`src/rtl/config_bitstream_if.sv`:
```
// Serial configuration link between the bitstream generator (master) and the
// loader (slave), plus the parallel image and status the loader presents.
interface config_bitstream_if #(
  parameter int NUM_BITS    = 832,
  parameter int COUNT_WIDTH = 32
);
  // Valid-only stream: the loader has no ready and always accepts. A bit is
  // taken at every rising edge where bitstream_valid is high while loading.
  // done is a level and may coincide with the final valid bit.
  logic                   bitstream;
  logic                   bitstream_valid;
  logic                   done;
  logic [0:NUM_BITS-1]    config_out;
  logic                   config_valid;
  logic                   config_error;
  logic                   loading;
  logic [COUNT_WIDTH-1:0] bit_count;
  logic [1:0]             state_dbg;

  modport master (
    output bitstream, bitstream_valid, done,
    input  config_out, config_valid, config_error, loading, bit_count, state_dbg
  );

  modport slave (
    input  bitstream, bitstream_valid, done,
    output config_out, config_valid, config_error, loading, bit_count, state_dbg
  );
endinterface

```
`src/rtl/config_bitstream_loader.sv`:
```
// Deserializes the configuration bitstream into a shadow register and commits
// it to the fabric image only when exactly NUM_BITS bits arrived before done.
module config_bitstream_loader #(
  parameter int NUM_BITS    = 832,
  parameter int COUNT_WIDTH = 32
) (
  input logic               clock,
  input logic               sync_reset,
  config_bitstream_if.slave bus
);
  localparam logic [1:0] LOAD      = 2'd0;
  localparam logic [1:0] COMMITTED = 2'd1;
  localparam logic [1:0] FAILED    = 2'd2;

  localparam logic [COUNT_WIDTH-1:0] FULL_COUNT    = COUNT_WIDTH'(NUM_BITS);
  localparam logic [COUNT_WIDTH-1:0] OVERRUN_COUNT = COUNT_WIDTH'(NUM_BITS + 1);

  logic [1:0]             state;
  logic [0:NUM_BITS-1]    shadow;
  logic [0:NUM_BITS-1]    shadow_next;
  logic [COUNT_WIDTH-1:0] count;
  logic [COUNT_WIDTH-1:0] count_next;
  logic [0:NUM_BITS-1]    image;
  logic                   image_valid;
  logic                   load_error;

  // Next shadow/count include a bit arriving in the same cycle as done, so the
  // commit decision sees the effective count.
  always_comb begin
    shadow_next = shadow;
    count_next  = count;
    if (bus.bitstream_valid) begin
      if (count < FULL_COUNT) begin
        shadow_next = {shadow[1:NUM_BITS-1], bus.bitstream};
        count_next  = count + COUNT_WIDTH'(1);
      end else begin
        count_next  = OVERRUN_COUNT;
      end
    end
  end

  always_ff @(posedge clock) begin
    if (sync_reset) begin
      state       <= LOAD;
      shadow      <= '0;
      count       <= '0;
      image       <= '0;
      image_valid <= 1'b0;
      load_error  <= 1'b0;
    end else begin
      case (state)
        LOAD: begin
          shadow <= shadow_next;
          count  <= count_next;
          if (bus.done) begin
            if (count_next == FULL_COUNT) begin
              image       <= shadow_next;
              image_valid <= 1'b1;
              state       <= COMMITTED;
            end else begin
              load_error  <= 1'b1;
              state       <= FAILED;
            end
          end
        end
        COMMITTED, FAILED: state <= state;
        default:           state <= FAILED;
      endcase
    end
  end

  assign bus.config_out   = image;
  assign bus.config_valid = image_valid;
  assign bus.config_error = load_error;
  assign bus.loading      = (state == LOAD);
  assign bus.bit_count    = count;
  assign bus.state_dbg    = state;
endmodule

```
`src/flat_wrapper.sv`:
```
// flat-port wrapper written by rule: the top's interface ports become plain ports
module config_bitstream_loader_flat 
#(
  parameter int NUM_BITS    = 832,
  parameter int COUNT_WIDTH = 32
)
  (clock, sync_reset, bus_bitstream, bus_bitstream_valid, bus_done, bus_config_out, bus_config_valid, bus_config_error, bus_loading, bus_bit_count, bus_state_dbg);
  config_bitstream_if #(.NUM_BITS(NUM_BITS), .COUNT_WIDTH(COUNT_WIDTH)) bus_i ();
  input logic clock;
  input logic sync_reset;
  input wire logic [$bits(bus_i.bitstream)-1:0] bus_bitstream;
  input wire logic [$bits(bus_i.bitstream_valid)-1:0] bus_bitstream_valid;
  input wire logic [$bits(bus_i.done)-1:0] bus_done;
  output wire logic [$bits(bus_i.config_out)-1:0] bus_config_out;
  output wire logic [$bits(bus_i.config_valid)-1:0] bus_config_valid;
  output wire logic [$bits(bus_i.config_error)-1:0] bus_config_error;
  output wire logic [$bits(bus_i.loading)-1:0] bus_loading;
  output wire logic [$bits(bus_i.bit_count)-1:0] bus_bit_count;
  output wire logic [$bits(bus_i.state_dbg)-1:0] bus_state_dbg;
  assign bus_i.bitstream = bus_bitstream;
  assign bus_i.bitstream_valid = bus_bitstream_valid;
  assign bus_i.done = bus_done;
  assign bus_config_out = bus_i.config_out;
  assign bus_config_valid = bus_i.config_valid;
  assign bus_config_error = bus_i.config_error;
  assign bus_loading = bus_i.loading;
  assign bus_bit_count = bus_i.bit_count;
  assign bus_state_dbg = bus_i.state_dbg;
  config_bitstream_loader #(.NUM_BITS(NUM_BITS), .COUNT_WIDTH(COUNT_WIDTH)) u_core (.clock(clock), .sync_reset(sync_reset), .bus(bus_i));
endmodule
```
`config.mk`:
```
export PLATFORM = sky130hd
export DESIGN_NAME = config_bitstream_loader_flat
export DESIGN_NICKNAME = d
export VERILOG_FILES = /design/src/rtl/config_bitstream_if.sv /design/src/rtl/config_bitstream_loader.sv /design/src/flat_wrapper.sv
export SDC_FILE = /design/constraint.sdc
export NUM_CORES = 2
export LEC_CHECK = 0
export ABC_AREA = 1
export CELL_PAD_IN_SITES_DETAIL_PLACEMENT = 2
export CELL_PAD_IN_SITES_GLOBAL_PLACEMENT = 2
export CORE_MARGIN = 1.5
export CORE_UTILIZATION = 30
export CTS_CLUSTER_DIAMETER = 30
export DETAILED_ROUTE_END_ITERATION = 6
export PLACE_DENSITY = 0.76
export SLEW_MARGIN = 30
export SYNTH_ARGS = -nofsm -noshare
export SYNTH_HDL_FRONTEND = slang
export SYNTH_SLANG_ARGS = --single-unit
```
`constraint.sdc`:
```
create_clock -name clock -period 3.3 [get_ports clock]
set_input_delay 0.825 -clock clock [delete_from_list [all_inputs] [get_ports clock]]
set_output_delay 0.825 -clock clock [all_outputs]
set_load 0.005 [all_outputs]
```
After elaboration in Yosys (flattened, before gate mapping)
Cells that the tools add are included.
W data, S select, Z words.
{ "totals": {"regBits": 1700, "latch_bits": 0, "mem_bits_rw": 0, "romBits": 0, "input_bits": 5, "out_inout_bits": 869, "wordCells": 26, "mem_count": 0} }
{ "classes": {"addsub": 1, "multipliers": 0, "div": 0, "order_cmp": 1, "n_eq_ne": 4, "shifts": 0, "muxes": 7, "bitwise": 2, "n_reduce_logical": 5} }
{ "ops": {"columns": ["op", "n"], "rows": [
  ["$mux W832", 2],
  ["$mux W32", 2],
  ["$add A32 B1 Y32 const B", 1],
  ["$eq A32 B10 Y1 const B", 1],
  ["$lt A32 B10 Y1 const B", 1],
  ["$reduce_and A3 Y1", 2],
  ["$mux W2", 2],
  ["$pmux W2 S2", 1],
  ["$eq A2 B1 Y1 const B", 1],
  ["$eq A2 B2 Y1 const B", 1],
  ["$logic_not A2 Y1", 1],
  ["$ne A2 B2 Y1 const B", 1],
  ["$not A1 Y1", 2],
  ["$reduce_and A2 Y1", 1],
  ["$reduce_or A2 Y1", 1]
]} }

Longest topological paths before layout
{ "logic_depth": {"word_depth": 7, "mapped_depth": 18} }

Least setup slack after synthesis
No wires, ideal clock.
{ "synth_timing": {"path_type": "input port to flip-flop", "startpoint": "in bus_bitstream_valid", "endpoint": "reg u_core.image (netlist bit u_core.bus.config_out[105])", "setup_ns": 0.110, "t_arrival_ns": 2.788, "t_required_ns": 3.190, "setup_slack_ns": 0.402, "stages": 13, "cell_sequence": "buf_2 > inv_2 > nor2_2 > xor2_1 > o21ai_0 > nand3_1 > nor2_1 > buf_2 > buf_2 > clkbuf_1 > nand4_1 > nand2_1 > nor2_1"} }
{ "synth_via": {"elab_chain_cells": 3, "elab_cells_between_ends": 4, "classes_between": "eq/ne (1); mux (2); reduce/logical (1)"} }
{ "synth_lines": {"columns": ["item", "line", "text"], "rows": [
  ["start: declaration", "flat_wrapper.sv:12", "input wire logic [$bits(bus_i.bitstream_valid)-1:0] bus_bitstream_valid;"],
  ["$mux W32", "config_bitstream_loader.sv:32", "if (bus.bitstream_valid) begin"],
  ["$eq A32 B10 Y1", "config_bitstream_loader.sv:56", "if (count_next == FULL_COUNT) begin"],
  ["$reduce_and A3 Y1 (no line)", null, null],
  ["end signal: assignment", "config_bitstream_loader.sv:57", "image <= shadow_next;"],
  ["end: declaration", "config_bitstream_loader.sv:23", "logic [0:NUM_BITS-1] image;"]
]} }
Parallel ways exist; a longest one is shown, timed or not.
A chain may end at the register's enable or synchronous reset.

Worst setup path after layout
{ "layout_timing": {"startpoint": "reg u_core.count[1], in the netlist u_core.bus.bit_count[1]", "endpoint": "reg u_core.image (netlist bit u_core.bus.config_out[354])"} }
{ "layout_via": {"elab_chain_cells": 5, "elab_cells_between_ends": 8, "classes_between": "add/sub (1); order compare (1); eq/ne (1); mux (4); reduce/logical (1)"} }
{ "layout_lines": {"columns": ["item", "line", "text"], "rows": [
  ["start: declaration", "config_bitstream_loader.sv:21", "logic [COUNT_WIDTH-1:0] count;"],
  ["start signal: assignment", "config_bitstream_loader.sv:54", "count <= count_next;"],
  ["$add A32 B1 Y32 / $lt A32 B10 Y1 (equally long branches)", "config_bitstream_loader.sv:35, config_bitstream_loader.sv:33", null],
  ["$mux W32", "config_bitstream_loader.sv:33", "if (count < FULL_COUNT) begin"],
  ["$mux W32", "config_bitstream_loader.sv:32", null],
  ["$eq A32 B10 Y1", "config_bitstream_loader.sv:56", null],
  ["$reduce_and A3 Y1 (no line)", null, null]
]} }
Parallel ways exist; a longest one is shown, timed or not.

==> results by group <==
Final layout
  • Nets: 13300
  • Layout cells sized above 1: 9.61%
  • Commonest cells after routing, fill and taps aside: 3378 x nand2_1, 2960 x inv_1, 1699 x dfxtp_1
  • Fill cells: 30800
  • Design area: 115000 um2
  • Sequential cell area: 34000 um2
  • Final Non-Filler Cells: 17300
  • Multi-input gate area: 33200 um2
  • Area Overhead vs Synth: 40.5%
  • Commonest non-fill, non-tap cell in the layout: nand2_1

Place
  • Routability cong.: 0.820
  • DP Worst Slack: -0.434 ns
  • Port bufs: 873
  • Placed cells: 16400
  • Area after DPL: 96900 um2
  • Dpl hpwl: 227000 um

Drt
  • Antenna Nets Post-Route: 0
  • Post-detailed-routing wire length: 360000 um
  • Vias per cell: 4.93
  • TritonRoute pass-1 iters: 5
  • Residual DRC: 0
  • Drt initial violations: 3885
  • WL/cell: 20.8 um
  • Routed via count: 85500

Logic synthesis
  • Synth Warn #: 0
  • Netlist cell types: 25
  • FF+latch count, synth: 1700
  • Register area share after synthesis: 41.5%
  • Net Count, Synth: 12400
  • Mapped Area: 82000 um2
  • Synthesized instance count: 12400
  • Mean Syn Cell Area: 6.60 um2

STA
  • Final Hold Fails: 0
  • Slew headroom: 45.3%
  • Setup_tns: 0 ns
  • Tmin final: 3.11 ns
  • Final Max Tran Viols: 0
  • Fmax: 322 MHz
  • Worst Tran Pin Value: 0.821 ns
  • Final-report setup violation count: 0
  • RSZ-0062 raised after global routing: false
  • Hold Slack: 0.476 ns
  • Final worst slack: 0.195 ns
  • Max Clock Skew: 0.0683 ns
  • Period Utilization, post-route: 94.1%

Critical path
  • Startpoint Class: register
  • Reg2reg start: u_core.bus.bit_count[1]
  • Reg-to-reg slack, setup: 0.19 ns
  • CP endpoint: u_core.bus.config_out[354]
  • Critical path class: reg -> reg
  • CP Data Required Time: 4.13 ns
  • CP Max Fanout: 37
  • Worst Path Arrival: 3.94 ns
  • CP startpoint: u_core.bus.bit_count[1]
  • Worst r2r path cells: 15
  • Reg2Reg Capture Point: u_core.bus.config_out[354]
  • CP endpoint kind: register

Floorplanning
  • Core Region: 271000 um2
  • Die footprint: 276000 um2
  • I/O pin count: 874
  • Die Width: 526 um
  • Initial Util: 30.2%
  • # rows: 191
  • Die H: 526 um

GRT
  • Global route overflow: 0
  • Initial antenna violation count: 3
  • Vias in the first global route: 95600
  • Total GRT Usage: 25.3%
  • First-pass GRT wire length: 561000 um
  • Pin count of the biggest net entering global routing: 229

Clock network
  • Clk_lat worst skew: 0.98 ns
  • CTS tree: done
  • Hold Buf Count CTS: 0
  • H-tree depth: 6
  • Root Driver: clkbuf_16
  • CTS clk-pin slew, worst paths: 0.05 ns
  • CTS Buffer Depth: 4
  • Clock tree sinks: 1700
  • Number of CTS-inserted buffers: 520

Pwr
  • Peak supply drop: 0.000635 V
  • PwrDens: 957 nW/um2
  • Leakage Power: 55.8 nW

Min path
  • HP Class: reg -> reg

Run
  • Max_cap viols: 0

Status
  • Status: completed
[how the worst min path moves through the flow]
stage                            startpoint                      end  cells after the start
floorplan           u_core.bus.config_valid  u_core.bus.config_valid                      2
global placement    u_core.bus.config_valid  u_core.bus.config_valid                      2
detailed placement       u_core.shadow[508]       u_core.shadow[508]                      2
CTS                      u_core.shadow[810]       u_core.shadow[810]                      2
global route        u_core.bus.config_valid  u_core.bus.config_valid                      2
finish                   u_core.shadow[172]       u_core.shadow[172]                      2
[layout make-up]
cell class / count / area share [%]
Sequential cell: 1700 / 29.6
Multi-Input combinational cell: 6816 / 28.8
Clock buffer: 734 / 13.2
Timing Repair Buffer: 1336 / 12.4
Inverter: 2966 / 9.68
Tap cell: 3570 / 3.88
Clock inverter: 199 / 2.51
Antenna cell: 2 / 0.00435
[power breakdown]
part | internal [mW] | switching [mW]
Combinational | 9.77 | 20.5
Clock | 35.9 | 15.6
Sequential | 25.2 | 3.23
Total | 70.9 | 39.4
[routing by layer]
layer  track usage, %  wire (um)  vias to the layer above
li1                 -          -                    40300
met1             29.8     151000                    42600
met2             44.6     177000                     1888
met5                0          0                        -
met4             12.3      17600                        0
met3             3.60      13700                      772
[metrics by stage]
| step | power, mW | utilization [%] |
|---|---|---|
| finish | 110 | 42.5 |
| floorplan | 47.2 | - |
| CTS | 111 | 42.4 |
| global placement | 55.6 | 35.7 |
| detailed placement | 57.9 | 35.7 |
| global route | 116 | 42.5 |
[cells by family after synthesis]
kind of cell | share of synthesized area, %
AO/OA/AOI/OAI | 14.4
XOR/XNOR | 0.0321
adder cells (fa/ha/maj) | 0.0305
buffers and inverters | 18.1
flip-flops | 41.5
AND/OR/NAND/NOR | 25.9
[critical path, cell delays in order, from the launching register on]
cell and delay [ns]:
dfxtp_1 0.40, ha_1 0.22, nand3_1 0.10, nor2_1 0.20
nand3_1 0.13, nand2_1 0.12, inv_1 0.08, o21ai_1 0.17
nand2_1 0.14, nor3_4 0.22, buf_12 0.20, buf_12 0.22
buf_12 0.24, nand4_1 0.21, nand2_1 0.18, nor2_1 0.08
[sequential cells by signal, summed over array words and instances (netlist names)]
| name | count |
|---|---|
| u_core.bus.config_out | 832 |
| u_core.shadow | 832 |
| u_core.bus.bit_count | 32 |
| u_core.bus.state_dbg | 2 |
| u_core.bus.config_error | 1 |
| u_core.bus.config_valid | 1 |
[Yosys cell counts]
cell type / instances / area, um2
nand2_1: 3379 / 12700
inv_1: 2961 / 11100
dfxtp_1: 1700 / 34000
nor2_1: 855 / 3210
o211ai_1: 855 / 6420
nand4_1: 835 / 5220
clkbuf_1: 561 / 2110
o21ai_0: 430 / 2150
o21a_1: 415 / 3120
buf_1: 238 / 893
buf_2: 134 / 671
nand3_1: 14 / 70.1
a21oi_1: 13 / 65.1
o41ai_1: 7 / 61.3
inv_2: 5 / 18.8
xor2_1: 3 / 26.3
a211oi_1: 2 / 15.0
ha_1: 2 / 25.0
o21ai_1: 2 / 10.0
buf_4: 1 / 7.51
buf_6: 1 / 11.3
nand3_2: 1 / 10.0
nor2_2: 1 / 6.26
nor3_2: 1 / 10.0
or2_2: 1 / 6.26
[timing repair]
item | CTS | global route
gates resized for setup | 0 | 5
gates cloned | 0 | 1
endpoints found under the setup margin | 1 | 141
pin swaps | 1 | 0
setup buffers | 2 | 0
Power figures use the tool's default switching activity.
